`config.mk`:
```
export PLATFORM = sky130hd
export DESIGN_NAME = ps2_player_inputs
export DESIGN_NICKNAME = d
export VERILOG_FILES = /design/src/rtl/game_pkg.sv /design/src/rtl/ps2_rx.sv /design/src/rtl/ps2_player_inputs.sv
export SDC_FILE = /design/constraint.sdc
export NUM_CORES = 1
export LEC_CHECK = 0
export CAP_MARGIN = 20
export CORE_MARGIN = 2
export CORE_UTILIZATION = 50
export CTS_CLUSTER_DIAMETER = 150
export DETAILED_ROUTE_END_ITERATION = 10
export HOLD_SLACK_MARGIN = 0.15
export PLACE_DENSITY = 0.81
export SYNTH_ARGS = -nofsm -noshare
export SYNTH_HDL_FRONTEND = slang
export SYNTH_SLANG_ARGS = --single-unit
```
`constraint.sdc`:
```
create_clock -name clk -period 1.8 [get_ports clk]
set_input_delay 0.36 -clock clk [delete_from_list [all_inputs] [get_ports clk]]
set_output_delay 0.36 -clock clk [all_outputs]
set_load 0.02 [all_outputs]
```
`src/rtl/game_pkg.sv`:
```
// -----------------------------------------------------------------------------
// game_pkg
// Shared definitions for the PS/2 player-input path:
//   - player input-vector bit indices (IN_CENTER .. IN_SHIELD)
//   - PS/2 prefix bytes (E0 extended, F0 break) and every mapped scan code
//   - PS/2 receiver state encoding
//   - map_key(): scan code lookup used by the decoder
// No ports (package).
// -----------------------------------------------------------------------------
package game_pkg;

    // Player input vector layout, 1 = key held.
    localparam int IN_W      = 7;
    localparam int IN_CENTER = 0;
    localparam int IN_LEFT   = 1;
    localparam int IN_RIGHT  = 2;
    localparam int IN_UP     = 3;
    localparam int IN_DOWN   = 4;
    localparam int IN_ATTACK = 5;
    localparam int IN_SHIELD = 6;

    // Prefix bytes.
    localparam logic [7:0] SC_EXT = 8'hE0;
    localparam logic [7:0] SC_BRK = 8'hF0;

    // Player 1 (all unextended).
    localparam logic [7:0] SC_P1_CENTER = 8'h29;  // space
    localparam logic [7:0] SC_P1_LEFT   = 8'h1C;  // A
    localparam logic [7:0] SC_P1_RIGHT  = 8'h23;  // D
    localparam logic [7:0] SC_P1_UP     = 8'h1D;  // W
    localparam logic [7:0] SC_P1_DOWN   = 8'h1B;  // S
    localparam logic [7:0] SC_P1_ATTACK = 8'h2B;  // F
    localparam logic [7:0] SC_P1_SHIELD = 8'h34;  // G

    // Player 2 (arrows are E0-extended, the rest unextended).
    localparam logic [7:0] SC_P2_CENTER = 8'h5A;  // Enter
    localparam logic [7:0] SC_P2_LEFT   = 8'h6B;  // E0 6B
    localparam logic [7:0] SC_P2_RIGHT  = 8'h74;  // E0 74
    localparam logic [7:0] SC_P2_UP     = 8'h75;  // E0 75
    localparam logic [7:0] SC_P2_DOWN   = 8'h72;  // E0 72
    localparam logic [7:0] SC_P2_ATTACK = 8'h42;  // K
    localparam logic [7:0] SC_P2_SHIELD = 8'h4B;  // L

    typedef enum logic [1:0] {
        RX_IDLE,
        RX_DATA,
        RX_PARITY,
        RX_STOP
    } rx_state_e;

    typedef struct packed {
        logic       hit;  // code is mapped for this prefix state
        logic       p2;   // 0 = player 1, 1 = player 2
        logic [2:0] idx;  // bit index in the player vector
    } key_map_t;

    function automatic key_map_t key(input logic p2, input int idx);
        key_map_t k;
        k.hit = 1'b1;
        k.p2  = p2;
        k.idx = 3'(idx);
        return k;
    endfunction

    // Extended and unextended code spaces are disjoint: a base code that is
    // mapped only unextended misses when E0-prefixed, and vice versa.
    function automatic key_map_t map_key(input logic ext, input logic [7:0] code);
        key_map_t k;
        k = '0;
        if (!ext) begin
            case (code)
                SC_P1_CENTER: k = key(1'b0, IN_CENTER);
                SC_P1_LEFT:   k = key(1'b0, IN_LEFT);
                SC_P1_RIGHT:  k = key(1'b0, IN_RIGHT);
                SC_P1_UP:     k = key(1'b0, IN_UP);
                SC_P1_DOWN:   k = key(1'b0, IN_DOWN);
                SC_P1_ATTACK: k = key(1'b0, IN_ATTACK);
                SC_P1_SHIELD: k = key(1'b0, IN_SHIELD);
                SC_P2_CENTER: k = key(1'b1, IN_CENTER);
                SC_P2_ATTACK: k = key(1'b1, IN_ATTACK);
                SC_P2_SHIELD: k = key(1'b1, IN_SHIELD);
                default:      k = '0;
            endcase
        end else begin
            case (code)
                SC_P2_LEFT:   k = key(1'b1, IN_LEFT);
                SC_P2_RIGHT:  k = key(1'b1, IN_RIGHT);
                SC_P2_UP:     k = key(1'b1, IN_UP);
                SC_P2_DOWN:   k = key(1'b1, IN_DOWN);
                default:      k = '0;
            endcase
        end
        return k;
    endfunction

endpackage

```
`src/rtl/ps2_rx.sv`:
```
// -----------------------------------------------------------------------------
// ps2_rx
// PS/2 device-to-host frame receiver: synchronizes ps2_clk/ps2_data, detects
// ps2_clk falling edges, shifts in start/8 data (LSB first)/parity/stop, and
// aborts a frame whose clock stalls for TIMEOUT_CYCLES.
// Optional build macro: PS2_PARITY_CHECK_EN -- when defined, frames with even
// parity over data+parity are discarded; otherwise the parity bit is ignored.
// Parameters:
//   SYNC_STAGES    synchronizer depth on ps2_clk/ps2_data (min 2)
//   TIMEOUT_CYCLES clk cycles without a falling edge before aborting a frame
// Ports:
//   clk, reset     system clock, synchronous active-low reset
//   ps2_clk        asynchronous PS/2 clock
//   ps2_data       asynchronous PS/2 data
//   rx_byte        last accepted byte (valid with byte_valid)
//   byte_valid     one-cycle pulse, the cycle after the stop edge is detected
//   frame_err      one-cycle pulse per discarded or timed-out frame
// -----------------------------------------------------------------------------
module ps2_rx
    import game_pkg::*;
#(
    parameter int SYNC_STAGES    = 2,
    parameter int TIMEOUT_CYCLES = 100000
) (
    input  logic       clk,
    input  logic       reset,
    input  logic       ps2_clk,
    input  logic       ps2_data,
    output logic [7:0] rx_byte,
    output logic       byte_valid,
    output logic       frame_err
);

    localparam int TW = $clog2(TIMEOUT_CYCLES + 1);

    logic [SYNC_STAGES-1:0] clk_sync;
    logic [SYNC_STAGES-1:0] data_sync;

    // NOTE: synchronizer flops carry no reset; they settle from the idle-high
    // bus within SYNC_STAGES cycles and resetting them gains nothing.
    always_ff @(posedge clk) begin
        clk_sync  <= {clk_sync[SYNC_STAGES-2:0], ps2_clk};
        data_sync <= {data_sync[SYNC_STAGES-2:0], ps2_data};
    end

    // Falling edge between the last two clock stages. Data is taken from the
    // last data stage: PS/2 holds data stable for the whole low phase, so the
    // extra stage of lag is harmless.
    logic fall;
    logic bit_in;
    assign fall   = clk_sync[SYNC_STAGES-1] & ~clk_sync[SYNC_STAGES-2];
    assign bit_in = data_sync[SYNC_STAGES-1];

    rx_state_e    state_q, state_d;
    logic [2:0]   bit_cnt;
    logic [7:0]   shift_q;
    logic [TW-1:0] idle_cnt;
    logic         parity_ok;
    logic         timeout;
    logic         shift_en;
    logic         done_ok;
    logic         done_bad;

`ifdef PS2_PARITY_CHECK_EN
    logic par_q;

    always_ff @(posedge clk) begin
        if (!reset)
            par_q <= 1'b0;
        else if (fall && state_q == RX_PARITY)
            par_q <= bit_in;
    end

    // Odd parity over data + parity bit.
    assign parity_ok = ^{shift_q, par_q};
`else
    assign parity_ok = 1'b1;
`endif

    // Counter holds the cycles elapsed since the last falling edge; the abort
    // fires on the cycle the count would reach TIMEOUT_CYCLES.
    assign timeout = (state_q != RX_IDLE) && !fall &&
                     (idle_cnt == TW'(TIMEOUT_CYCLES - 1));

    // NOTE: every output of this block gets a default first, so no path
    // leaves a signal unassigned and no latch is inferred.
    always_comb begin
        state_d  = state_q;
        shift_en = 1'b0;
        done_ok  = 1'b0;
        done_bad = 1'b0;
        if (timeout) begin
            state_d  = RX_IDLE;
            done_bad = 1'b1;
        end else if (fall) begin
            case (state_q)
                RX_IDLE: begin
                    if (!bit_in)
                        state_d = RX_DATA;
                end
                RX_DATA: begin
                    shift_en = 1'b1;
                    if (bit_cnt == 3'd7)
                        state_d = RX_PARITY;
                end
                RX_PARITY: begin
                    state_d = RX_STOP;
                end
                RX_STOP: begin
                    state_d = RX_IDLE;
                    if (bit_in && parity_ok)
                        done_ok = 1'b1;
                    else
                        done_bad = 1'b1;
                end
                default: state_d = RX_IDLE;
            endcase
        end
    end

    // NOTE: sequential state uses non-blocking assignments only, so every
    // flop samples pre-edge values regardless of statement order.
    always_ff @(posedge clk) begin
        if (!reset) begin
            state_q    <= RX_IDLE;
            bit_cnt    <= '0;
            shift_q    <= '0;
            idle_cnt   <= '0;
            rx_byte    <= '0;
            byte_valid <= 1'b0;
            frame_err  <= 1'b0;
        end else begin
            state_q    <= state_d;
            byte_valid <= done_ok;
            frame_err  <= done_bad;
            if (done_ok)
                rx_byte <= shift_q;
            if (state_q == RX_IDLE)
                bit_cnt <= '0;
            else if (shift_en)
                bit_cnt <= bit_cnt + 3'd1;
            if (shift_en)
                shift_q <= {bit_in, shift_q[7:1]};  // LSB arrives first
            if (fall || state_q == RX_IDLE)
                idle_cnt <= '0;
            else
                idle_cnt <= idle_cnt + 1'b1;
        end
    end

endmodule

```
`src/rtl/ps2_player_inputs.sv`:
```
// -----------------------------------------------------------------------------
// ps2_player_inputs
// Turns a PS/2 keyboard byte stream into two held-key vectors for the game
// core. E0 marks the next code as extended, F0 marks it as a release; both
// flags persist until the next non-prefix byte, which consumes them.
// Optional build macro: PS2_PARITY_CHECK_EN (enables parity check in ps2_rx).
// Parameters: SYNC_STAGES, TIMEOUT_CYCLES (passed to ps2_rx).
// Ports:
//   clk, reset     system clock, synchronous active-low reset
//   ps2_clk        asynchronous PS/2 clock
//   ps2_data       asynchronous PS/2 data
//   p1_inputs      player-1 held keys [center,left,right,up,down,attack,shield]
//   p2_inputs      player-2 held keys, same layout
//   frame_err      one-cycle pulse per discarded frame
// -----------------------------------------------------------------------------
module ps2_player_inputs
    import game_pkg::*;
#(
    parameter int SYNC_STAGES    = 2,
    parameter int TIMEOUT_CYCLES = 100000
) (
    input  logic            clk,
    input  logic            reset,
    input  logic            ps2_clk,
    input  logic            ps2_data,
    output logic [IN_W-1:0] p1_inputs,
    output logic [IN_W-1:0] p2_inputs,
    output logic            frame_err
);

    logic [7:0] rx_byte;
    logic       byte_valid;
    logic       ext_pending;
    logic       break_pending;
    key_map_t   hit;

    ps2_rx #(
        .SYNC_STAGES    (SYNC_STAGES),
        .TIMEOUT_CYCLES (TIMEOUT_CYCLES)
    ) u_rx (
        .clk        (clk),
        .reset      (reset),
        .ps2_clk    (ps2_clk),
        .ps2_data   (ps2_data),
        .rx_byte    (rx_byte),
        .byte_valid (byte_valid),
        .frame_err  (frame_err)
    );

    assign hit = map_key(ext_pending, rx_byte);

    // Make/break simply set/clear the bit, so typematic repeats and releases
    // of unheld keys are naturally idempotent; opposing keys are not arbitrated.
    always_ff @(posedge clk) begin
        if (!reset) begin
            p1_inputs     <= '0;
            p2_inputs     <= '0;
            ext_pending   <= 1'b0;
            break_pending <= 1'b0;
        end else if (byte_valid) begin
            if (rx_byte == SC_EXT) begin
                ext_pending <= 1'b1;
            end else if (rx_byte == SC_BRK) begin
                break_pending <= 1'b1;
            end else begin
                ext_pending   <= 1'b0;
                break_pending <= 1'b0;
                if (hit.hit) begin
                    if (hit.p2)
                        p2_inputs[hit.idx] <= ~break_pending;
                    else
                        p1_inputs[hit.idx] <= ~break_pending;
                end
            end
        end
    end

endmodule

```
==> run summary, run 1 <==
Die W: 80.0 um
GRT busiest layer: met2
Status: complete, but fails checks
Synth warnings: 0
CTS Buf Count: 9
TritonRoute pass-1 iters: 4
Relative slew margins: 0.676
Die height: 80.0 um
Average wire per standard cell: 15.3 um
Core region area: 0.00554 mm2
Fin nets: 388
CP required: 2070 ps
Routed vias/inst: 5.56
Top-level I/O count: 19
Setup ws final: -166 ps
Synth Area per Inst: 8.81 um2
Post-synth EDFFs: 0
Std-Cell Rows: 27
Vias in the first global route: 2,463
# diodes: 0
Async SR Flop Fraction: 0
Largest net degree at the start of global routing: 18
Period utilization: 1.09
Effective utilization at floorplan: 0.521
Most common cell after layout, fill and taps aside: nand2_1
Drt initial violations: 173
Ratio of cells with drive above 1 in the final layout: 0.241
CTS tree: built
Clock root buffer: clkbuf_8
Critical path arrival: 2230 ps
Skew-Pair Late Insertion Delay: 340 ps
Post-synth net total: 339
Met1 GRT Util: 0.276
Die area: 0.00640 mm2
Sequential area share after synthesis: 0.416
Min cycle time layout: 1970 ps
Synth Instances: 328
Unique masters post-synth: 54
Synth Register Bits: 60
Total gr overflow: 0
Final setup viols: 14
Dpl hpwl: 4450 um
Clock sink count: 60
First-pass GRT wire length: 11,200 um
Failing checks: setup timing
Cell Chain, Critical Path: nor4b_2, buf_4, o21a_1, or3_4, nor2b_2, nor3b_2, mux2i_1
Worst-path fanout max: 6
Area after DPL: 0.00331 mm2
RSZ-0062 raised after global routing: yes
Met3 Usage GRT: 0.0566
Pleak: 0.00139 uW
Predominant post-synthesis flop cell: dfxtp_1
H-tree Lvls: 3
Total routed wirelength: 6960 um
Total GRT Usage: 0.225
Reg clk slew, reported paths: 70 ps
Commonest non-fill, non-tap cells in the layout: nand2_1 (64), dfxtp_1 (52), buf_4 (37), nor2_1 (26), clkdlybuf4s50_1 (18)
Fmax: 509 MHz
Max Clock Skew: 6.09 ps
Worst slew pin tran: 485 ps
Setup TNS: -1450 ps
Initial antenna violation count: 0
Mapped Area: 0.00289 mm2
Fin. max-slew vios: 0
Remaining DRCs: 0
CP Launch Type: flip-flop
GP Congestion: 0.941
Number of buffers added on ports: 18
CP max stage cell: or3_4
Worst Path Class, Setup: reg2reg
Hold Path Class: reg2reg
Antenna viol nets, final: 0
Met2 Track Usage GR: 0.366
Fin area: 0.00375 mm2
Max clock buf depth: 2
Crit path largest cell delay: 410 ps
Max_cap viols: 0
Synth-to-layout area growth: 29.8%
Cell area power density: 749 mW/mm2
Vias: 2,526
Worst setup EP type: flip-flop
Peak supply drop: 563 uV
Final hold vios: 0
-- through the flow --
step / utilization / std cells / setup slack (ps) / power (uW) / hold WS, ps
after detailed placement: 0.597 / 430 / -290 / 1440 / 332
after global routing: 0.677 / 454 / -248 / 2880 / 355
after floorplan: - / 328 / -25.9 / 1410 / 310
after CTS: 0.658 / 449 / -118 / 2820 / 349
after global placement: 0.597 / 430 / -134 / 1440 / 311
final: 0.677 / 454 / -166 / 2810 / 341
-- where the power goes --
group	switching, uW	leakage [uW]	internal (uW)
combinational	40.9	0.000785	28.6
sequential	5.34	0.000491	1320
clock	553	0.000112	856
-- cells by family after synthesis --
kind of cell | Yosys count | share of synthesized area
AND/OR/NAND/NOR | 160 | 0.297
flip-flops | 60 | 0.416
AO/OA/AOI/OAI | 46 | 0.124
buffers and inverters | 27 | 0.0420
XOR/XNOR | 14 | 0.0424
multiplexers | 14 | 0.0485
adder cells (fa/ha/maj) | 7 | 0.0303
-- synthesized netlist by cell type (2+ instances only) --
library cell  instances  area share
nand3b_1              3      0.0078
xor2_1                8       0.024
nor2b_1               5       0.011
and4_1                3      0.0091
and2_1                2      0.0043
mux2i_1              14       0.049
o2111ai_1             2      0.0061
dfxtp_1              60        0.42
nor3b_2               2      0.0087
nand3_1              13       0.023
nor4bb_1              2      0.0069
a41o_1                2      0.0069
o21a_1                2      0.0052
nor3_1                3      0.0052
or4_1                 2      0.0052
nor3b_1               3      0.0078
ha_1                  7       0.030
nand4b_1              2      0.0061
clkbuf_1             10       0.013
nor4b_2               2       0.010
buf_4                 3      0.0078
a21oi_1               7       0.012
inv_1                 7      0.0091
o41ai_1               2      0.0061
nand2b_1              5       0.011
buf_2                 7       0.012
o21ai_0               3      0.0052
nor4b_1               6       0.018
and3_1                3      0.0065
nand2_1              65       0.084
or3_1                 3      0.0065
xnor2_1               6       0.018
nor2_1               28       0.036
a21boi_0             16       0.042
-- what timing repair did --
item / 4_1_cts / 5_1_grt
buffers inserted: 3 / 4
pin swaps: 7 / 1
cloned: 0 / 1
hold buffers: 0 / 0
resized for setup: 24 / 15
setup endpoints to repair: 14 / 17
-- worst max-delay path, delay by kind of cell (launching register included) --
kind | cells | cell delay [ps]
compound gates | 1 | 220
buf+inv | 1 | 150
flops | 1 | 370
mux | 1 | 200
simple gates | 4 | 950
-- flip-flops by register name, indices dropped and copies added, names as in the netlist --
| signal | flops |
|---|---|
| u_rx.idle_cnt | 17 |
| p1_inputs | 7 |
| u_rx.bit_cnt | 3 |
| u_rx.clk_sync | 2 |
| u_rx.state_q | 2 |
| p2_inputs | 7 |
| u_rx.rx_byte | 8 |
| u_rx.data_sync | 2 |
| u_rx.frame_err | 1 |
| u_rx.byte_valid | 1 |
| u_rx.shift_q | 8 |
| break_pending | 1 |
| ext_pending | 1 |
-- final cells by class --
| class | instances | area (um2) |
|---|---|---|
| well taps | 72 | 90.1 |
| fillers | 422 | 1790 |
| clock inverters | 5 | 83.8 |
| clock buffers | 11 | 151 |
| inverters | 7 | 26.3 |
| flip-flops and latches | 60 | 1230 |
| repair buffers | 58 | 485 |
| multi-input cells | 241 | 1680 |
-- routing by layer --
layer  wire (um)  share of wire
met5           0              0
met4         161          0.023
met3         296          0.043
met2        3360           0.48
met1        3140           0.45
-- final timing paths --
check / from / depth (start not counted) / slack (ps) / endpoint
worst max-delay path: u_rx.rx_byte[1] / 7 / -170 / p1_inputs[4]
worst min-delay path: u_rx.data_sync[0] / 0 / 340 / u_rx.data_sync[1]
worst max register to register: u_rx.rx_byte[1] / 7 / -170 / p1_inputs[4]
worst min register to register: u_rx.data_sync[0] / 0 / 340 / u_rx.data_sync[1]
Power figures use the tool's default switching activity.
==> inputs of run 2 (changes only) <==
--- a/config.mk
+++ b/config.mk
@@ -10,8 +10,9 @@
 export CORE_UTILIZATION = 50
 export CTS_CLUSTER_DIAMETER = 150
 export DETAILED_ROUTE_END_ITERATION = 10
+export DONT_BUFFER_PORTS = 1
 export HOLD_SLACK_MARGIN = 0.15
-export PLACE_DENSITY = 0.81
+export PLACE_DENSITY = 0.74
 export SYNTH_ARGS = -nofsm -noshare
 export SYNTH_HDL_FRONTEND = slang
 export SYNTH_SLANG_ARGS = --single-unit
==> constraint.sdc (replaced) <==
create_clock -name clk -period 2.4 [get_ports clk]
set_input_delay 0.48 -clock clk [delete_from_list [all_inputs] [get_ports clk]]
set_output_delay 0.48 -clock clk [all_outputs]
set_load 0.02 [all_outputs]
==> run 2 against run 1 <==
  * Combinational power is 52% lower
  * Sequential cell count unchanged
  * Largest power group unchanged
  * Non-clock buffer count is 50 lower
  * Clock skew increased by 1.3 ps
  * The flow now finishes without violations
  * Worst setup slack improved by 310 ps
==> run summary, run 2 (same netlist as run 1, synthesis figures left out) <==
Std-Cell Rows: 27 (unchanged)
Total routed wirelength: 5610 um (-19%)
Die area: 0.00640 mm2 (unchanged)
Dpl hpwl: 3890 um (-12%)
Min cycle time layout: 2250 ps (+287 ps)
Antenna viol nets, final: 0 (unchanged)
Critical path arrival: 2510 ps (+280 ps)
Die height: 80.0 um (unchanged)
Hold Path Class: in2reg
RSZ-0062 raised after global routing: no
Routed vias/inst: 5.52 (-0.79%)
CTS Buf Count: 9 (unchanged)
Vias in the first global route: 2,061 (-16%)
GP Congestion: 0.928 (-1.4%)
Vias: 2,230 (-12%)
TritonRoute pass-1 iters: 4 (unchanged)
CP Launch Type: flip-flop
Most common cell after layout, fill and taps aside: nand2_1
Core region area: 0.00554 mm2 (unchanged)
Initial antenna violation count: 0 (unchanged)
Uppermost routed layer: met4
Synth-to-layout area growth: 10.2%
Final Non-Filler Cells: 404 (-11%)
Pleak: 0.00114 uW (-18%)
Max Clock Skew: 7.39 ps (+1.29 ps)
Cells resized by post-CTS repair: 0 (-100%)
Core Util, Final: 0.575 (-0.102)
Worst-path fanout max: 9 (+3)
Effective utilization at floorplan: 0.521 (unchanged)
Drt initial violations: 212 (+23%)
Post-Place Worst Slack: 199 ps (+488 ps)
Fin area: 0.00318 mm2 (-15%)
WL met3: 191 um (-35%)
Cell area power density: 655 mW/mm2 (-13%)
Max_cap viols: 0 (unchanged)
Metal-1 WL: 2740 um (-13%)
CTS tree: built
Clock root buffer: clkbuf_8
Met2 WL: 2610 um (-22%)
Period utilization: 0.939 (-0.154)
Commonest non-fill, non-tap cells in the layout: nand2_1 (65), dfxtp_1 (60), nor2_1 (28), a21boi_0 (16), mux2i_1 (14)
Reg clk slew, reported paths: 70 ps (about the same)
# diodes: 0 (unchanged)
Setup ws final: 148 ps (+313 ps)
Remaining DRCs: 0 (unchanged)
Final setup viols: 0 (-14)
Die W: 80.0 um (unchanged)
H-tree Lvls: 3 (unchanged)
First-pass GRT wire length: 9730 um (-13%)
Total GRT Usage: 0.193 (-0.0322)
CP required: 2660 ps (+590 ps)
Number of buffers added on ports: 0 (-18)
Total gr overflow: 0 (unchanged)
Status: complete, no violations
Final hold vios: 0 (unchanged)
Worst setup EP type: flip-flop
Worst slew pin tran: 605 ps (+120 ps)
Fill count: 497 (+18%)
Footprint of the multi-input gates: 0.00157 mm2 (-7.0%)
Regs by FF count: u_rx.idle_cnt x17, u_rx.rx_byte x8, u_rx.shift_q x8
Skew-Pair Late Insertion Delay: 330 ps (about the same)
Cells after DPL: 386 (-10%)
Peak supply drop: 399 uV (-29%)
Register Area: 0.00120 mm2 (-2.2%)
Average wire per standard cell: 13.9 um (-9.5%)
Max clock buf depth: 2 (unchanged)
Max FFs per register: 17 (unchanged)
Clock sink count: 60 (unchanged)
Worst Path Class, Setup: reg2reg
Largest reg by FF count: u_rx.idle_cnt
Fin. max-slew vios: 0 (unchanged)
Relative slew margins: 0.591 (-0.0844)
Setup repair bufs after CTS: 0 (-3)
Fmax: 444 MHz (-13%)
Area after DPL: 0.00293 mm2 (-11%)
Ratio of cells with drive above 1 in the final layout: 0.0994 (-0.141)
Top-level I/O count: 19 (unchanged)
Setup TNS: 0 ps (+1450 ps)
Fin nets: 338 (-13%)
Largest net degree at the start of global routing: 36 (+18)
-- run 2: cell count changes in the layout (fill, tap and decap cells not counted), sizes merged --
cell | previous run | this run
inv | 7 | 8
dlygate4sd3 | 0 | 2
buf | 40 | 6
clkinvlp | 2 | 0
clkinv | 1 | 2
clkdlybuf4s50 | 18 | 0
-- run 2: area by class of cell --
| class | count | share of cell area |
|---|---|---|
| repair buffers | 8 | 0.0204 |
| flip-flops and latches | 60 | 0.377 |
| multi-input cells | 241 | 0.492 |
| clock inverters | 5 | 0.0259 |
| inverters | 7 | 0.00825 |
| clock buffers | 11 | 0.0476 |
| well taps | 72 | 0.0283 |
-- run 2: per-stage QoR --
step / hold WS (ps) / power, uW
floorplan: 310 / 1060
global placement: 313 / 1060
detailed placement: 316 / 1060
CTS: 158 / 2100
global route: 252 / 2160
finish: 266 / 2080
-- run 2: per-layer routing --
metal  global-route usage  vias up
li1                     -     1132
met2                0.284       40
met3               0.0611        9
met5                    0        -
met4               0.0712        0
met1                0.263     1049
-- run 2: final timing paths --
path,from,to,slack (ps),depth (start not counted)
worst max register to register,u_rx.rx_byte[2],p2_inputs[0],150,6
worst min-delay path,reset,u_rx.frame_err,270,1
worst min register to register,u_rx.data_sync[0],u_rx.data_sync[1],340,0
worst max-delay path,u_rx.rx_byte[2],p2_inputs[0],150,6
-- run 2: critical path: stages, from the launching register on --
cell      delay [ps]
dfxtp_1          540
and4b_4          290
a221oi_4         340
nand3_2          170
a221oi_2         370
nor3b_2          250
mux2i_1          200
-- run 2: where the power goes --
group / internal, uW / leakage (uW) / switching, uW / total, uW
combinational: 13.3 / 0.000538 / 20.2 / 33.6
clock: 645 / 0.000120 / 401 / 1050
sequential: 1000 / 0.000485 / 4.28 / 1010
-- run 2: repair_timing --
item	CTS	global route
hold buffers	0	2
endpoints found under the hold margin	0	2
setup endpoints to repair	0	0
==> inputs of run 3 (changes only) <==
--- a/config.mk
+++ b/config.mk
@@ -15,4 +15,5 @@
 export PLACE_DENSITY = 0.74
 export SYNTH_ARGS = -nofsm -noshare
 export SYNTH_HDL_FRONTEND = slang
+export SYNTH_HIERARCHICAL = 1
 export SYNTH_SLANG_ARGS = --single-unit
==> run 3 against run 2 <==
  * Clock power rose by 7%
  * First-iteration DRC count fell by 39%
  * Count of clock-buffer cells in the layout fell by 1
  * Worst setup slack got worse by 10 ps
  * Cell count rose by 3.2%
  * Die area rose by 5.6%
  * Combinational power rose by 19%
  * Core utilization fell by 0.69 points
==> run summary, run 3 <==
Die area: 0.00676 mm2 (+5.6%)
Clock root buffer: clkbuf_8
Fill count: 510 (+2.6%)
Remaining DRCs: 0 (unchanged)
Fmax: 442 MHz (-0.44%)
Reg clk slew, reported paths: 70 ps (about the same)
Fin. max-slew vios: 0 (unchanged)
Clock share of power: 0.518 (+0.017)
Worst Path Class, Setup: reg2reg
Metal-1 WL: 2850 um (+3.9%)
Total gr overflow: 0 (unchanged)
Predominant post-synthesis flop cell: dfxtp_1
Hold Path Class: in2reg
Pleak: 0.00118 uW (+3.7%)
Combinational fraction of design power: 0.018 (+0.002)
Worst-path fanout max: 10 (+1)
Number of buffers added on ports: 0 (unchanged)
Mapped Area: 0.00306 mm2 (+5.9%)
First-pass GRT wire length: 9890 um (+1.6%)
Setup ws final: 138 ps (-10.0 ps)
Effective utilization at floorplan: 0.517 (-0.00455)
RSZ-0062 raised after global routing: no
Most common cell after layout, fill and taps aside: nand2_1
Footprint of the multi-input gates: 0.00172 mm2 (+9.8%)
Post-Place Worst Slack: 143 ps (-55.8 ps)
Worst setup EP type: flip-flop
Routed vias/inst: 5.68 (+3.0%)
Async SR Flop Fraction: 0 (unchanged)
CP Launch Type: flip-flop
Synth Register Bits: 60 (unchanged)
Synth-to-layout area growth: 9.81%
Largest net degree at the start of global routing: 36 (unchanged)
Std-Cell Rows: 28 (+3.7%)
Min cycle time layout: 2260 ps (+10.0 ps)
Final Non-Filler Cells: 417 (+3.2%)
Drt initial violations: 129 (-39%)
Final hold vios: 0 (unchanged)
Regs by FF count: u_rx/idle_cnt x17, u_rx/rx_byte x8, u_rx/shift_q x8
Post-synth net total: 348 (+2.7%)
Worst Setup SP: u_rx/rx_byte[1]
Commonest non-fill, non-tap cells in the layout: nand2_1 (63), dfxtp_1 (59), nor2_1 (21), nand3_1 (18), a21boi_0 (15)
Cells after DPL: 399 (+3.4%)
CP required: 2600 ps (-60 ps)
Synth Area per Inst: 9.08 um2 (+3.1%)
Max_cap viols: 0 (unchanged)
RR Endpoint: p1_inputs[1]
Commonest cells in the netlist: nand2_1 (63), dfxtp_1 (60), nor2_1 (21)
Max clock buf depth: 2 (unchanged)
Unique masters post-synth: 64 (+19%)
Synth Instances: 337 (+2.7%)
Die W: 82.2 um (+2.8%)
Sequential area share after synthesis: 0.392 (-0.0233)
Critical path arrival: 2460 ps (-50 ps)
Skew-Pair Late Insertion Delay: 340 ps (about the same)
NetSw: 433 uW (+1.9%)
Largest reg by FF count: u_rx/idle_cnt
Status: complete, no violations
Core region area: 0.00592 mm2 (+6.9%)
Synth area leaders: dfxtp_1 (39%), nand2_1 (7.7%), mux2i_1 (3.9%)
Share of the synthesized area in the top cell type: 0.392 (-0.0233)
Dominant cell type by area after synthesis: dfxtp_1
Vias in the first global route: 2,111 (+2.4%)
Sw Share: 0.200 (-0.00409)
Top-level I/O count: 19 (unchanged)
Clock sink count: 60 (unchanged)
Dpl hpwl: 4260 um (+9.5%)
Fin nets: 348 (+3.0%)
CTS tree: built
Relative slew margins: 0.472 (-0.120)
Met2 WL: 2800 um (+7.1%)
Die height: 82.2 um (+2.8%)
Critical Path Sink: p1_inputs[1]
Uppermost routed layer: met4
GP Congestion: 1.03 (+11%)
Internal: 1730 uW (+4.5%)
Setup repair bufs after CTS: 0 (unchanged)
Max FFs per register: 17 (unchanged)
CTS Buf Count: 9 (unchanged)
Synth warnings: 6 (+6)
Cell area power density: 645 mW/mm2 (-1.5%)
Register Area: 0.00120 mm2 (+0.10%)
Total GRT Usage: 0.193 (+0.000508)
WL met3: 227 um (+19%)
Start of the worst register-to-register path: u_rx/rx_byte[1]
# diodes: 0 (unchanged)
Most common cell in the synthesized netlist: nand2_1
Antenna viol nets, final: 0 (unchanged)
Total routed wirelength: 5980 um (+6.5%)
Vias: 2,370 (+6.3%)
Max Clock Skew: 9.13 ps (+1.75 ps)
Worst slew pin tran: 791 ps (+186 ps)
Period utilization: 0.943 (+0.00418)
TritonRoute pass-1 iters: 4 (unchanged)
R2R Setup Slk: 140 ps (about the same)
Initial antenna violation count: 0 (unchanged)
Worst Reg-to-Reg Cells: 6 (unchanged)
Ratio of cells with drive above 1 in the final layout: 0.137 (+0.0380)
Register share of total power: 0.464 (-0.018)
Average wire per standard cell: 14.3 um (+3.2%)
Setup TNS: 0 ps (unchanged)
H-tree Lvls: 3 (unchanged)
Peak supply drop: 443 uV (+11%)
Final setup viols: 0 (unchanged)
Post-synth EDFFs: 0 (unchanged)
[run 3: cell types whose count changed in the layout (fill, tap and decap cells not counted), sizes merged, moves of 3 or more]
| cell | before | now |
|---|---|---|
| nand2b | 5 | 8 |
| o31ai | 0 | 5 |
| a21oi | 7 | 13 |
| nand3 | 14 | 19 |
| or3 | 3 | 6 |
| o211ai | 1 | 5 |
| nor3b | 5 | 1 |
| a221oi | 3 | 0 |
| nand4 | 1 | 5 |
| nor2b | 5 | 2 |
| nor2 | 28 | 21 |
[run 3: area by class of cell]
cell class                 count  share of cell area
clock inverter                 6              0.0331
multi-input combinational    251               0.512
tap                           75              0.0279
inverter                       6             0.00670
sequential                    60               0.358
timing repair buffer           9              0.0216
clock buffer                  10              0.0410
[run 3: layer usage]
| layer | track usage | up-vias |
|---|---|---|
| li1 | - | 1204 |
| met1 | 0.244 | 1114 |
| met2 | 0.295 | 43 |
| met3 | 0.0533 | 9 |
| met4 | 0.110 | 0 |
| met5 | 0 | - |
[run 3: worst min-delay path by stage]
stage,from,to,slack (ps),depth (start not counted)
after floorplan,u_rx/data_sync[0],u_rx/data_sync[1],310,0
after global placement,u_rx/data_sync[0],u_rx/data_sync[1],310,0
after detailed placement,u_rx/data_sync[0],u_rx/data_sync[1],320,0
after CTS,reset,u_rx/frame_err,270,1
after global routing,reset,u_rx/frame_err,260,1
final,reset,u_rx/rx_byte[3],290,1
[run 3: cell families (layout without fill, tap and decap cells)]
logic type,after synthesis,count (layout),share of synthesized area
AND/OR/NAND/NOR,155,155,0.283
AO/OA/AOI/OAI,64,64,0.173
flip-flops,60,60,0.392
buffers and inverters,26,31,0.0470
XOR/XNOR,13,13,0.0372
multiplexers,12,12,0.0392
adder cells (fa/ha/maj),7,7,0.0286
[run 3: what timing repair did]
item | CTS | global route
hold buffers | 2 | 0
hold endpoints to repair | 2 | 0
setup endpoints to repair | 0 | 9
resized for setup | 0 | 2
[run 3: through the flow]
| step | utilization | cell area, um2 | hold WS [ps] | total power (uW) |
|---|---|---|---|---|
| after floorplan | - | 3060 | 310 | 1060 |
| after global placement | 0.521 | 3090 | 311 | 1060 |
| after detailed placement | 0.521 | 3090 | 319 | 1070 |
| after CTS | 0.567 | 3350 | 265 | 2190 |
| after global routing | 0.568 | 3360 | 262 | 2230 |
| final | 0.568 | 3360 | 288 | 2170 |
[run 3: power groups by stage]
stage / clock (uW) / combinational [uW] / sequential (uW)
final: 1120 / 39.9 / 1010
after detailed placement: 0 / 37.6 / 1030
after floorplan: 0 / 34.9 / 1030
after CTS: 1150 / 40.0 / 1010
after global placement: 0 / 36.3 / 1030
after global routing: 1180 / 44.6 / 1010
[run 3: critical path: stages, from the launching register on]
cell and delay [ps]:
dfxtp_1 580, nor4b_4 350, a41oi_2 240, a32o_2 360, a2111oi_4 330, nand2_1 110, mux2i_1 140
